===== config.mk =====
export PLATFORM = sky130hd
export DESIGN_NAME = beat_monitor
export DESIGN_NICKNAME = d
export VERILOG_FILES = /design/src/rtl/beat_monitor.sv
export SDC_FILE = /design/constraint.sdc
export NUM_CORES = 1
export LEC_CHECK = 0
export BUFFER_PORTS_ARGS = -buffer_cell sky130_fd_sc_hd__buf_2
export CAP_MARGIN = 20
export CELL_PAD_IN_SITES_DETAIL_PLACEMENT = 0
export CELL_PAD_IN_SITES_GLOBAL_PLACEMENT = 2
export CORE_UTILIZATION = 34
export CTS_CLUSTER_SIZE = 20
export DETAILED_ROUTE_END_ITERATION = 16
export HOLD_SLACK_MARGIN = 0.06
export PLACE_DENSITY = 0.74
export SYNTH_ARGS = -nofsm -noshare
export SYNTH_HDL_FRONTEND = slang
export SYNTH_SLANG_ARGS = --single-unit
export TNS_END_PERCENT = 1

===== constraint.sdc =====
create_clock -name clk -period 2.32 [get_ports clk]
set_input_delay 0.116 -clock clk [delete_from_list [all_inputs] [get_ports clk]]
set_output_delay 0.116 -clock clk [all_outputs]
set_load 0.02 [all_outputs]

===== src/rtl/beat_monitor.sv =====
// beat_monitor: checker for the eight-phase one-hot beat bus t0..t7.
// Locks onto the t0->t7 rotation, counts machine cycles, flags bad beats.
//
// Ports:
//   clk          clock, beat lines sampled on rising edge
//   reset        asynchronous, active-low
//   t0..t7       beat lines, exactly one high when legal
//   clear        synchronous, active-high; back to HUNT, counters zeroed
//   phase        index of the high beat in the last sample (0 if not one-hot)
//   phase_valid  last sample was one-hot
//   locked       tracking the rotation
//   fault        consecutive-error limit reached; held until clear/reset
//   cycle_done   one-clock pulse on a good t7 while locked
//   cycle_cnt    completed machine cycles, wrapping
//   err_cnt      bad samples while locked, saturating at 255
module beat_monitor #(
   parameter int CNT_W     = 16,
   parameter int ERR_LIMIT = 3
) (
   input  logic             clk,
   input  logic             reset,
   input  logic             t0,
   input  logic             t1,
   input  logic             t2,
   input  logic             t3,
   input  logic             t4,
   input  logic             t5,
   input  logic             t6,
   input  logic             t7,
   input  logic             clear,
   output logic [2:0]       phase,
   output logic             phase_valid,
   output logic             locked,
   output logic             fault,
   output logic             cycle_done,
   output logic [CNT_W-1:0] cycle_cnt,
   output logic [7:0]       err_cnt
);

   typedef enum logic [1:0] {
      HUNT   = 2'd0,
      LOCKED = 2'd1,
      FAULT  = 2'd2
   } state_t;

   localparam logic [7:0] LIMIT = 8'(ERR_LIMIT);

   state_t           state;
   state_t           state_n;
   logic [2:0]       expected;
   logic [2:0]       expected_n;
   logic [7:0]       bad_run;
   logic [7:0]       bad_run_n;
   logic [CNT_W-1:0] cycle_cnt_n;
   logic [7:0]       err_cnt_n;
   logic             cycle_done_n;

   logic [7:0]       beats;
   logic             onehot;
   logic [2:0]       idx;
   logic             good;
   logic [7:0]       bad_inc;

   assign beats = {t7, t6, t5, t4, t3, t2, t1, t0};

   // Non-zero with no second set bit.
   assign onehot = (beats != 8'd0) &&
                   ((beats & (beats - 8'd1)) == 8'd0);

   // Only meaningful when onehot; multi-hot samples are masked below.
   always_comb begin
      idx = 3'd0;
      for (int i = 0; i < 8; i++) begin
         if (beats[i]) begin
            idx = 3'(i);
         end
      end
   end

   assign good    = onehot && (idx == expected);
   // bad_run stays below ERR_LIMIT (<=255) in LOCKED, so no overflow.
   assign bad_inc = bad_run + 8'd1;

   always_comb begin
      state_n      = state;
      expected_n   = expected;
      bad_run_n    = bad_run;
      cycle_cnt_n  = cycle_cnt;
      err_cnt_n    = err_cnt;
      cycle_done_n = 1'b0;

      if (clear) begin
         state_n     = HUNT;
         expected_n  = 3'd0;
         bad_run_n   = 8'd0;
         cycle_cnt_n = '0;
         err_cnt_n   = 8'd0;
      end else begin
         case (state)
            HUNT: begin
               if (onehot && idx == 3'd0) begin
                  state_n    = LOCKED;
                  expected_n = 3'd1;
                  bad_run_n  = 8'd0;
               end
            end
            LOCKED: begin
               // Free-runs: the expected beat advances even on errors.
               expected_n = expected + 3'd1;
               if (good) begin
                  bad_run_n = 8'd0;
                  if (idx == 3'd7) begin
                     cycle_done_n = 1'b1;
                     cycle_cnt_n  = cycle_cnt + CNT_W'(1);
                  end
               end else begin
                  bad_run_n = bad_inc;
                  err_cnt_n = (err_cnt == 8'hFF) ? 8'hFF
                                                 : err_cnt + 8'd1;
                  if (bad_inc >= LIMIT) begin
                     state_n = FAULT;
                  end
               end
            end
            FAULT: begin
               state_n = FAULT;
            end
            default: begin
               state_n = HUNT;
            end
         endcase
      end
   end

   always_ff @(posedge clk or negedge reset) begin
      if (!reset) begin
         state       <= HUNT;
         expected    <= 3'd0;
         bad_run     <= 8'd0;
         cycle_cnt   <= '0;
         err_cnt     <= 8'd0;
         cycle_done  <= 1'b0;
         phase       <= 3'd0;
         phase_valid <= 1'b0;
      end else begin
         state       <= state_n;
         expected    <= expected_n;
         bad_run     <= bad_run_n;
         cycle_cnt   <= cycle_cnt_n;
         err_cnt     <= err_cnt_n;
         cycle_done  <= cycle_done_n;
         phase       <= onehot ? idx : 3'd0;
         phase_valid <= onehot;
      end
   end

   assign locked = (state == LOCKED);
   assign fault  = (state == FAULT);

endmodule


After elaboration in Yosys (flattened, before gate mapping):

Index checks and enable logic that the tools add are counted.

* $add $sub $neg: 5
* order comparisons: 1
* eq/ne operators: 9
* muxes and demuxes: 32
* bitwise operators: 1
* reduce and logical (&&, ||, !) cells: 15

Operators by type and width (number)
* 16-bit 2-to-1 mux: 4
* 8-bit 2-to-1 mux: 7
* 3-bit 2-to-1 mux: 8
* 16-bit by 1-bit adder with 16-bit output (second input constant): 1
* 8-bit by 1-bit adder with 8-bit output (second input constant): 2
* 8-bit one-hot mux with 2 select lines: 1
* 2-bit 2-to-1 mux: 5
* 8-bit bitwise AND: 1
* 8-bit equality test (second input constant): 1
* 8-bit by 2-bit >= comparator with 1-bit output (second input constant): 1
* 8-bit logical NOT: 1
* 8-bit nonzero test: 1
* 8-bit by 1-bit subtractor with 8-bit output (second input constant): 1
* 3-bit != test (second input constant): 2
* 2-bit one-hot mux with 3 select lines: 1
* 3-bit one-hot mux with 2 select lines: 1
* 3-bit AND reduction: 2
* 2-bit nonzero test: 3
* 1-bit 2-to-1 mux: 5
* 2-bit AND reduction: 2
* 3-bit by 1-bit adder with 3-bit output (second input constant): 1
* 3-bit equality test: 1
* 3-bit equality test (second input constant): 1
* 1-bit logical AND: 3
* other kinds (7): 7

* register bits after elaboration: 42
* input port bits: 11
* output and inout bits: 31

Depth between registers and ports, before layout:

Gate-level depths: netlist of run 1.

* depth after elaboration: 12
* gate-level depth with buffers: 9
* depth with buffers taken out: 8

Worst setup path after synthesis of run 1:

No wires, ideal clock.

* path kind: register to register
* from: register state[1]
* to: register state[1]
* setup time: 0.146 ns
* arrival: 1.882 ns
* slack: 0.293 ns
* stages on the path, launching flop included: 9
* path buffers: 0
* cells stage by stage: dfrtp_1 -> inv_1 -> ha_1 -> inv_1 -> nor2_1 -> nand4bb_1 -> o32ai_1 -> o21bai_1 -> o311ai_0

* longest elaborated chain between the ends: 3
* elaborated cells between the ends (all ways): 9
* classes of those cells: 5 x eq/ne; 2 x mux; 2 x reduce/logical

RTL lines
* start: declaration: line 48 `state_t state;`
* start signal: assignment: line 146 `state <= state_n;`
* 2-bit by 1-bit equality test with 1-bit output (*)
* via locked: line 33 `output logic locked,`
* 3-bit by 2-bit != test with 1-bit output (no source line), or another cell as far along
* 3-bit AND reduction (no source line) or 2-bit 2-to-1 mux (tied branches)

The timed path passes the listed nets; every way through them passes the cells marked *.
A chain may end at the register's enable or synchronous reset.

Worst setup path after layout of run 1:

* from: register expected[0]
* to: register state[1]

* longest elaborated chain between the ends: 4

RTL lines
* start: declaration: line 50 `logic [2:0] expected;`
* start signal: assignment: line 147 `expected <= expected_n;`
* 3-bit equality test: line 80 `assign good = onehot && (idx == expected);`
* 1-bit logical AND: line 80
* 3-bit != test (no source line)
* 3-bit AND reduction (no source line)

Every way passes these cells.

==> results of run 1 <==
-- area by class of cell --
class                   instances  area [sq um]
fillers                       757          4240
multi-input cells             209          1380
flip-flops and latches         42          1050
repair buffers                 53           325
well taps                      99           124
clock buffers                   5          68.8
inverters                      12          45.0
clock inverters                 3          21.3
-- Yosys cell counts (2+ instances only) --
library cell | instances | area share
xor2_1 | 18 | 0.062
nor4_1 | 6 | 0.015
or4_1 | 2 | 0.0059
nand2b_1 | 3 | 0.0073
o31ai_1 | 2 | 0.0059
nor3_1 | 9 | 0.018
nor2b_1 | 2 | 0.0049
nand2_1 | 17 | 0.025
mux2i_1 | 2 | 0.0078
and2_1 | 2 | 0.0049
and3_1 | 7 | 0.017
nand3_1 | 8 | 0.016
a21oi_1 | 8 | 0.016
o21bai_1 | 4 | 0.012
o21ai_0 | 11 | 0.022
nor4b_1 | 2 | 0.0069
dfrtp_1 | 42 | 0.41
and4_1 | 2 | 0.0069
clkbuf_1 | 7 | 0.010
buf_6 | 2 | 0.0088
a31oi_1 | 5 | 0.012
a21o_1 | 6 | 0.018
a41oi_1 | 2 | 0.0069
xnor2_1 | 3 | 0.010
or3_1 | 3 | 0.0073
a311oi_1 | 4 | 0.014
ha_1 | 8 | 0.039
nor2_1 | 36 | 0.053
buf_2 | 6 | 0.012
inv_1 | 12 | 0.018
nand4_1 | 13 | 0.032
-- kinds of logic after synthesis --
logic type               count (synthesis)
buffers and inverters                   27
AND/OR/NAND/NOR                        119
adder cells (fa/ha/maj)                  8
AO/OA/AOI/OAI                           59
flip-flops                              42
multiplexers                             2
XOR/XNOR                                21
-- worst max-delay path, stage by stage, from the launching register on --
cell,delay [ns]
dfrtp_1,0.46
inv_1,0.14
a2111o_1,0.37
o211ai_2,0.11
o211ai_1,0.24
or4_1,0.55
o311ai_0,0.10
-- state kept, by name (all words and copies together) (netlist names) --
register,count
cycle_cnt,16
cycle_done,1
expected,3
state,2
err_cnt,8
phase_valid,1
phase,3
bad_run,8
-- power groups by stage --
stage	registers, uW	clock network [uW]	logic (uW)
CTS	829	522	588
floorplan	851	0	350
finish	829	496	581
global route	839	553	669
detailed placement	844	0	580
global placement	844	0	581
-- metal layers --
metal,vias up,track usage,part of all wire
li1,1107,-,-
met1,1060,0.265,0.51
met2,49,0.255,0.44
met3,6,0.0280,0.038
met4,0,0.0484,0.012
met5,-,0,0
-- final timing paths --
check	from	endpoint	slack, ns	cells past startpoint
hold / removal	t3	phase[2]$_DFF_PN0_	0.08	2
max in group asynchronous	reset	expected[0]$_DFFE_PN0P_	1.40	3
setup reg to reg	expected[0]$_DFFE_PN0P_	state[1]$_DFFE_PN0P_	0.24	6
setup / recovery	expected[0]$_DFFE_PN0P_	state[1]$_DFFE_PN0P_	0.24	6
hold reg to reg	bad_run[1]$_DFFE_PN0P_	bad_run[1]$_DFFE_PN0P_	0.54	2
min in group asynchronous	reset	phase[0]$_DFF_PN0_	0.33	2
-- through the flow --
step                      utilization  instance area (sq um)  hold WS, ns  total power, uW
final                           0.416                   3020       0.0759             1900
after global placement          0.401                   2910        0.138             1420
after CTS                       0.416                   3020       0.0682             1940
after detailed placement        0.401                   2910        0.123             1420
after floorplan                     -                   2550       -0.180             1200
after global routing            0.416                   3020       0.0812             2060
==> flow_summary.ini, run 1 <==
[layout]
nets = 342
area_delta_synth_final_pct = 18.0
mostFrequentLayoutCell = dfrtp_1
final_layout_size_suffix_gt1_frac = 0.213
final_cell_mix = dfrtp_1, buf_2, nor2_1, xor2_1, nand2_1
diodes = 0
final_cells = 423

[pwr]
p_comb_frac = 0.305
ir_worst_vdd_v = 0.000390
p_sw_uw = 681
swShare = 0.358
pwr-share-clk = 0.260
p_int_uw = 1220
power_frac_seq = 0.435
p_leak_uw = 0.00145
p_per_area_mw_per_mm2 = 632

[clock_tree]
cts.root.buffer_cell = clkbuf_8
clock_latency_ns = 0.30
hold_buffers = 2
post_cts_resized = 0
post-cts-setup-buffer-count = 0
clkTransAtPathRegs_ns = 0.09
cts_tree = done
h-tree-depth = 2
cts_buffer_depth = 2
cts.sinks = 42
cts_buffers = 5

[timing]
hold_viol = 0
drv_slew = 0
setup_ws_ns = 0.241
fmax_ghz = 0.481
relSlewSlack = 0.571
skew_ns = 0.00439
finalSetupTns_ns = 0
min_period_over_period = 0.896
worst_pin_slew_ns = 0.644
setup_viol = 0
rsz0062_at_grt = no
period_needed_ns = 2.08

[yosys]
ys_types = 55
yosys.area_share.adder = 0.0392
postSynth.asyncResetShare = 1.00
synth_compound_gate_area_share = 0.172
yosysSeqAreaShare = 0.411
synth_edf_count = 0
synth_mux_area_frac = 0.00784
synth_xor_xnor_area_share = 0.0720
synthSimpleGateAreaFrac = 0.249
netlist_instances = 278
yosys_register_bits = 42
synth_area_sq_mm = 0.00255
ys_warn_count = 0
avgSynthCellArea_sq_um = 9.19
synth_top_family_by_area = simple AND/OR/NAND/NOR gates
synth-main-ff-cell = dfrtp_1
synth_nets = 297

[setup_path]
crit_required_ns = 2.51
cp-end-kind = flop
critPathMaxFanout = 6
cp-start-kind = flop
path_class = reg -> reg
cp.arrival_ns = 2.26

[routing]
ant_nets = 0
wire_per_inst_microns = 14.8
wirelength_mm = 6.25
drt-initial-drc-count = 136
num_vias = 2222
viasPerCell = 5.25
drc = 0
dr.pass1.iters = 4

[global_route]
grt_pass1_wl_mm = 10.5
grt_pass1_vias = 2050
track_usage = 0.175
grt_max_degree = 34
antenna_found_initial = 0
overflow = 0

[floorplan]
start_util = 0.352
die_x_microns = 88.7
coreArea_sq_mm = 0.00725
die_area_sq_mm = 0.00787
die_h_microns = 88.7
ios = 42
rows = 31

[place]
place_ws_ns = 0.0664
dp_hpwl_mm = 4.32
place_inst = 413
globalplace.congestion = 0.746
io_buffers = 41

[worst_hold_path]
min_path_type = in -> reg

[outcome]
run_status = finished, final reports clean

[job]
maxCapViolations = 0
(Power assumes the default switching activity.)
==> inputs of run 2 (changes only) <==
- CORE_UTILIZATION: 34 -> 36
- CTS_BUF_LIST: unset -> sky130_fd_sc_hd__clkbuf_8
- PLACE_DENSITY: 0.74 -> 0.78
==> run 2 against run 1 <==
Clock skew increased by 0.0053 ns. Die area down 5.4%. Non-clock buffer count is 2 higher. Largest cell class unchanged. Sequential share of layout area about the same. Critical path type unchanged. Sequential cell count is the same. Sequential power barely moved. Via count down 2.1%. Global-route usage is 0.74 points lower. Final area is essentially flat. Highest routed layer unchanged. Power is 2.3% lower. Register-to-register slack gained 0.02 ns.
==> flow_summary.ini, run 2 (synthesized netlist as in run 1, its figures left out) <==
[clock_tree]
clkTransAtPathRegs_ns = 0.09
cts_buffers = 5
clock_latency_ns = 0.30
cts.root.buffer_cell = clkbuf_8
cts_buffer_depth = 2
h-tree-depth = 2
cts.sinks = 42
post_cts_resized = 0
cts_tree = done
post-cts-setup-buffer-count = 0

[routing]
dr.pass1.iters = 4
ant_nets = 0
num_vias = 2176
drt-initial-drc-count = 47
wire_per_inst_microns = 13.8
wirelength_mm = 5.83
viasPerCell = 5.16
drc = 0

[pwr]
p_per_area_mw_per_mm2 = 618
p_leak_uw = 0.00146
ir_worst_vdd_v = 0.000351

[timing]
hold_viol = 0
period_needed_ns = 2.06
worst_pin_slew_ns = 0.592
drv_slew = 0
min_period_over_period = 0.886
fmax_ghz = 0.486
relSlewSlack = 0.605
skew_ns = 0.00969
rsz0062_at_grt = no
fin_hold_ws_ns = 0.110
setup_viol = 0
setup_ws_ns = 0.264
finalSetupTns_ns = 0

[global_route]
overflow = 0
grt_pass1_wl_mm = 9.93
grt_pass1_vias = 2027
track_usage = 0.168
antenna_found_initial = 0
grt_max_degree = 43

[layout]
top_regs = cycle_cnt (16), bad_run (8), err_cnt (8)
largest_register_ffs = 16
regMostFlops = cycle_cnt
diodes = 0
area_delta_synth_final_pct = 17.9
nets = 344
final_cells = 422
final_layout_size_suffix_gt1_frac = 0.212
nFillCells = 714
mostFrequentLayoutCell = dfrtp_1
final_cell_mix = dfrtp_1, buf_2, nor2_1, xor2_1, nand2_1
final_util = 0.441

[place]
place_ws_ns = 0.128
dp_hpwl_mm = 4.12
io_buffers = 41
globalplace.congestion = 0.686
place_inst = 411

[setup_path]
cp_slowest_stage_delay_ns = 0.42
cp_cell_sequence = inv_1 -> ha_1 -> inv_1 -> nor2_1 -> nand4bb_1 -> o32ai_1 -> o21bai_1 -> o311ai_0
cp-end-kind = flop
path_class = reg -> reg
critPathMaxFanout = 5
crit_required_ns = 2.49
crit_path_frequent_cell = inv_1
crit_family = compound AO/OA/AOI/OAI gates
cp-start-kind = flop
cp_num_buf_inv = 2
crit_slowest_cell = dfrtp_1
cp.arrival_ns = 2.22

[floorplan]
die_h_microns = 86.2
coreArea_sq_mm = 0.00683
rows = 30
ios = 42
die_x_microns = 86.2
start_util = 0.374
die_area_sq_mm = 0.00744

[job]
maxCapViolations = 0

[outcome]
run_status = finished, final reports clean

[worst_hold_path]
min_path_type = in -> reg
## run 2: power breakdown
| part | internal [uW] | switching, uW | leakage, uW |
|---|---|---|---|
| clock | 208 | 263 | 0.0000493 |
| combinational | 222 | 338 | 0.000828 |
| sequential | 776 | 51.9 | 0.000583 |
## run 2: worst paths after layout
| path | startpoint | to | slack (ns) | cells past startpoint |
|---|---|---|---|---|
| max | state[1]$_DFFE_PN0P_ | state[1]$_DFFE_PN0P_ | 0.26 | 8 |
| min | t5 | phase[1]$_DFF_PN0_ | 0.11 | 2 |
| max reg2reg | state[1]$_DFFE_PN0P_ | state[1]$_DFFE_PN0P_ | 0.26 | 8 |
| min reg2reg | err_cnt[0]$_DFFE_PN0P_ | err_cnt[0]$_DFFE_PN0P_ | 0.53 | 1 |
| max in group asynchronous | reset | cycle_cnt[5]$_DFFE_PN0P_ | 1.52 | 3 |
| min in group asynchronous | reset | phase[2]$_DFF_PN0_ | 0.42 | 3 |
## run 2: routing by layer
metal	vias up	track usage	share of wire
met2	34	0.259	0.43
met1	1024	0.241	0.52
li1	1112	-	-
met5	-	0	0
met3	6	0.0324	0.032
met4	0	0.0409	0.0098
## run 2: cell type report
type / count / area [sq um] / share of cell area
inverters: 12 / 45.0 / 0.0150
well taps: 96 / 120 / 0.0399
clock buffers: 5 / 68.8 / 0.0228
clock inverters: 3 / 17.5 / 0.00581
flip-flops and latches: 42 / 1050 / 0.349
multi-input cells: 209 / 1380 / 0.458
repair buffers: 55 / 330 / 0.110
## run 2: what timing repair did
item                                    4_1_cts  5_1_grt
hold buffers                                  3        0
hold endpoints to repair                     43        0
endpoints found under the setup margin        0        0
## run 2: worst register-to-register path, cell delays in order (launching register included)
cell and delay [ns]:
dfrtp_1 0.42, inv_1 0.11, ha_1 0.17, inv_1 0.11
nor2_1 0.26, nand4bb_1 0.13, o32ai_1 0.41, o21bai_1 0.20
o311ai_0 0.13
## run 2: metrics by stage
| step | power (uW) | cell area (sq um) |
|---|---|---|
| after detailed placement | 1410 | 2900 |
| after CTS | 1890 | 3010 |
| final | 1860 | 3010 |
| after global routing | 1990 | 3010 |
| after global placement | 1410 | 2900 |
| after floorplan | 1200 | 2550 |
==> inputs of run 3 (changes only) <==
- BUFFER_PORTS_ARGS: -buffer_cell sky130_fd_sc_hd__buf_2 -> unset
- CORE_UTILIZATION: 36 -> 40
- DONT_BUFFER_PORTS: unset -> 1
- PLACE_DENSITY: 0.78 -> 0.77
==> run 3 against run 2 <==
Sequential power up 2.9%. Count of clock-buffer cells in the layout unchanged. Clock power up 24%. Die area down 9.8%. Hold slack worse by 0.025 ns. Largest power group unchanged. Highest routed layer unchanged.
==> flow_summary.ini, run 3 (synthesized netlist as in run 1, its figures left out) <==
[setup_path]
rr_worst_depth = 7
cp_slowest_stage_delay_ns = 0.45
reg2reg_setup_slack_ns = 0.21
cp_num_buf_inv = 1
crit_required_ns = 2.52
critPathMaxFanout = 10
path_class = reg -> reg
cp_cell_sequence = inv_1 -> a2111o_1 -> o211ai_2 -> o211a_2 -> a211o_1 -> o21bai_1 -> a21o_1
crit_slowest_cell = dfrtp_1
cp.arrival_ns = 2.31
cp-end-kind = flop
crit_family = compound AO/OA/AOI/OAI gates
timing.rr.end = bad_run[5]$_DFFE_PN0P_
rr_startpoint = expected[0]$_DFFE_PN0P_
cp-start-kind = flop

[timing]
min_period_over_period = 0.911
fmax_ghz = 0.473
period_needed_ns = 2.11
hold_viol = 0
setup_viol = 0
drv_slew = 0
worst_pin_slew_ns = 0.429
rsz0062_at_grt = no
finalSetupTns_ns = 0
relSlewSlack = 0.713
setup_ws_ns = 0.206
fin_hold_ws_ns = 0.0853
skew_ns = 0.00617

[worst_hold_path]
min_to = expected[2]$_DFFE_PN0P_
hold_depth = 3
min_path_type = in -> reg
hold_start = clear

[global_route]
grt_max_degree = 43
grt_pass1_wl_mm = 9.54
track_usage = 0.188
grt_pass1_vias = 1976
antenna_found_initial = 0
overflow = 0

[floorplan]
die_h_microns = 81.9
ios = 42
start_util = 0.424
rows = 28
die_x_microns = 81.9
coreArea_sq_mm = 0.00603
die_area_sq_mm = 0.00671

[clock_tree]
post-cts-setup-buffer-count = 0
cts_tree = done
clock_latency_ns = 0.30
cts_buffer_depth = 2
clkTransAtPathRegs_ns = 0.09
cts.sinks = 42
cts_buffers = 5
cts.root.buffer_cell = clkbuf_8
h-tree-depth = 2

[routing]
wirelength_mm = 5.84
wire_per_inst_microns = 16.1
ant_nets = 0
dr.pass1.iters = 4
drc = 0
viasPerCell = 5.84
drt-initial-drc-count = 84
num_vias = 2125

[layout]
final_cell_mix = dfrtp_1, nor2_1, xor2_1, nand2_1
diodes = 0
area_delta_synth_final_pct = 13.0
largest_register_ffs = 16
seq_area_sq_mm = 0.00105
final_layout_size_suffix_gt1_frac = 0.0865
nets = 307
fin_area_sq_mm = 0.00289
regMostFlops = cycle_cnt
mostFrequentLayoutCell = dfrtp_1
final_cells = 364
top_regs = cycle_cnt (16), bad_run (8), err_cnt (8)
nFillCells = 588
multi_input_area_sq_mm = 0.00139

[place]
place_inst = 344
placed_cell_area_sq_mm = 0.00262
io_buffers = 0
globalplace.congestion = 0.787
place_ws_ns = 0.230
dp_hpwl_mm = 3.91

[pwr]
ir_worst_vdd_v = 0.000413
p_per_area_mw_per_mm2 = 671
p_leak_uw = 0.00129

[outcome]
run_status = finished, final reports clean

[job]
maxCapViolations = 0
[run 3: changes by cell type in the layout (fill, tap and decap cells not counted)]
cell	change
buf_2	-41
dlygate4sd3_1	+7
buf_4	-4
buf_16	+2
a211oi_2	-1
a211oi_4	+1
buf_12	-1
bufinv_16	+1
clkinv_2	-1
clkinv_4	-1
clkinvlp_4	+1
[run 3: worst max path at each step]
stage	startpoint	end	cells past startpoint
after floorplan	state[1]$_DFFE_PN0P_	state[1]$_DFFE_PN0P_	8
after global placement	expected[0]$_DFFE_PN0P_	bad_run[5]$_DFFE_PN0P_	7
after detailed placement	expected[0]$_DFFE_PN0P_	bad_run[5]$_DFFE_PN0P_	7
after CTS	clear	state[1]$_DFFE_PN0P_	6
after global routing	state[1]$_DFFE_PN0P_	state[1]$_DFFE_PN0P_	8
final	expected[0]$_DFFE_PN0P_	bad_run[5]$_DFFE_PN0P_	7
[run 3: area by class of cell]
| type | count | share of cell area |
|---|---|---|
| timing repair buffer | 18 | 0.0693 |
| clock inverter | 3 | 0.0143 |
| multi-input combinational | 209 | 0.481 |
| sequential | 42 | 0.364 |
| inverter | 12 | 0.0156 |
| tap | 75 | 0.0325 |
| clock buffer | 5 | 0.0238 |
[run 3: power breakdown]
part | leakage, uW | internal [uW] | switching [uW] | total (uW)
clock network | 0.0000556 | 317 | 267 | 584
logic | 0.000649 | 200 | 302 | 502
registers | 0.000583 | 776 | 76.3 | 852
[run 3: layer usage]
| layer | global-route usage | vias to the layer above | part of all wire |
|---|---|---|---|
| li1 | - | 1040 | - |
| met1 | 0.249 | 1034 | 0.47 |
| met2 | 0.294 | 45 | 0.47 |
| met3 | 0.0556 | 6 | 0.050 |
| met4 | 0.0526 | 0 | 0.012 |
| met5 | 0 | - | 0 |
[run 3: worst register-to-register path, stage by stage, from the launching register on]
cell and delay [ns]:
dfrtp_1 0.45, inv_1 0.15, a2111o_1 0.38, o211ai_2 0.11
o211a_2 0.27, a211o_1 0.34, o21bai_1 0.13, a21o_1 0.18
[run 3: metrics by stage]
stage | total power [uW] | utilization
floorplan | 1200 | -
global placement | 1300 | 0.434
detailed placement | 1300 | 0.434
CTS | 1940 | 0.473
global route | 2060 | 0.479
finish | 1940 | 0.479
[run 3: what timing repair did]
item                                    4_1_cts  5_1_grt
hold buffers                                 11        0
hold endpoints to repair                     75        0
gates resized for setup                       0        1
endpoints found under the setup margin        0        2
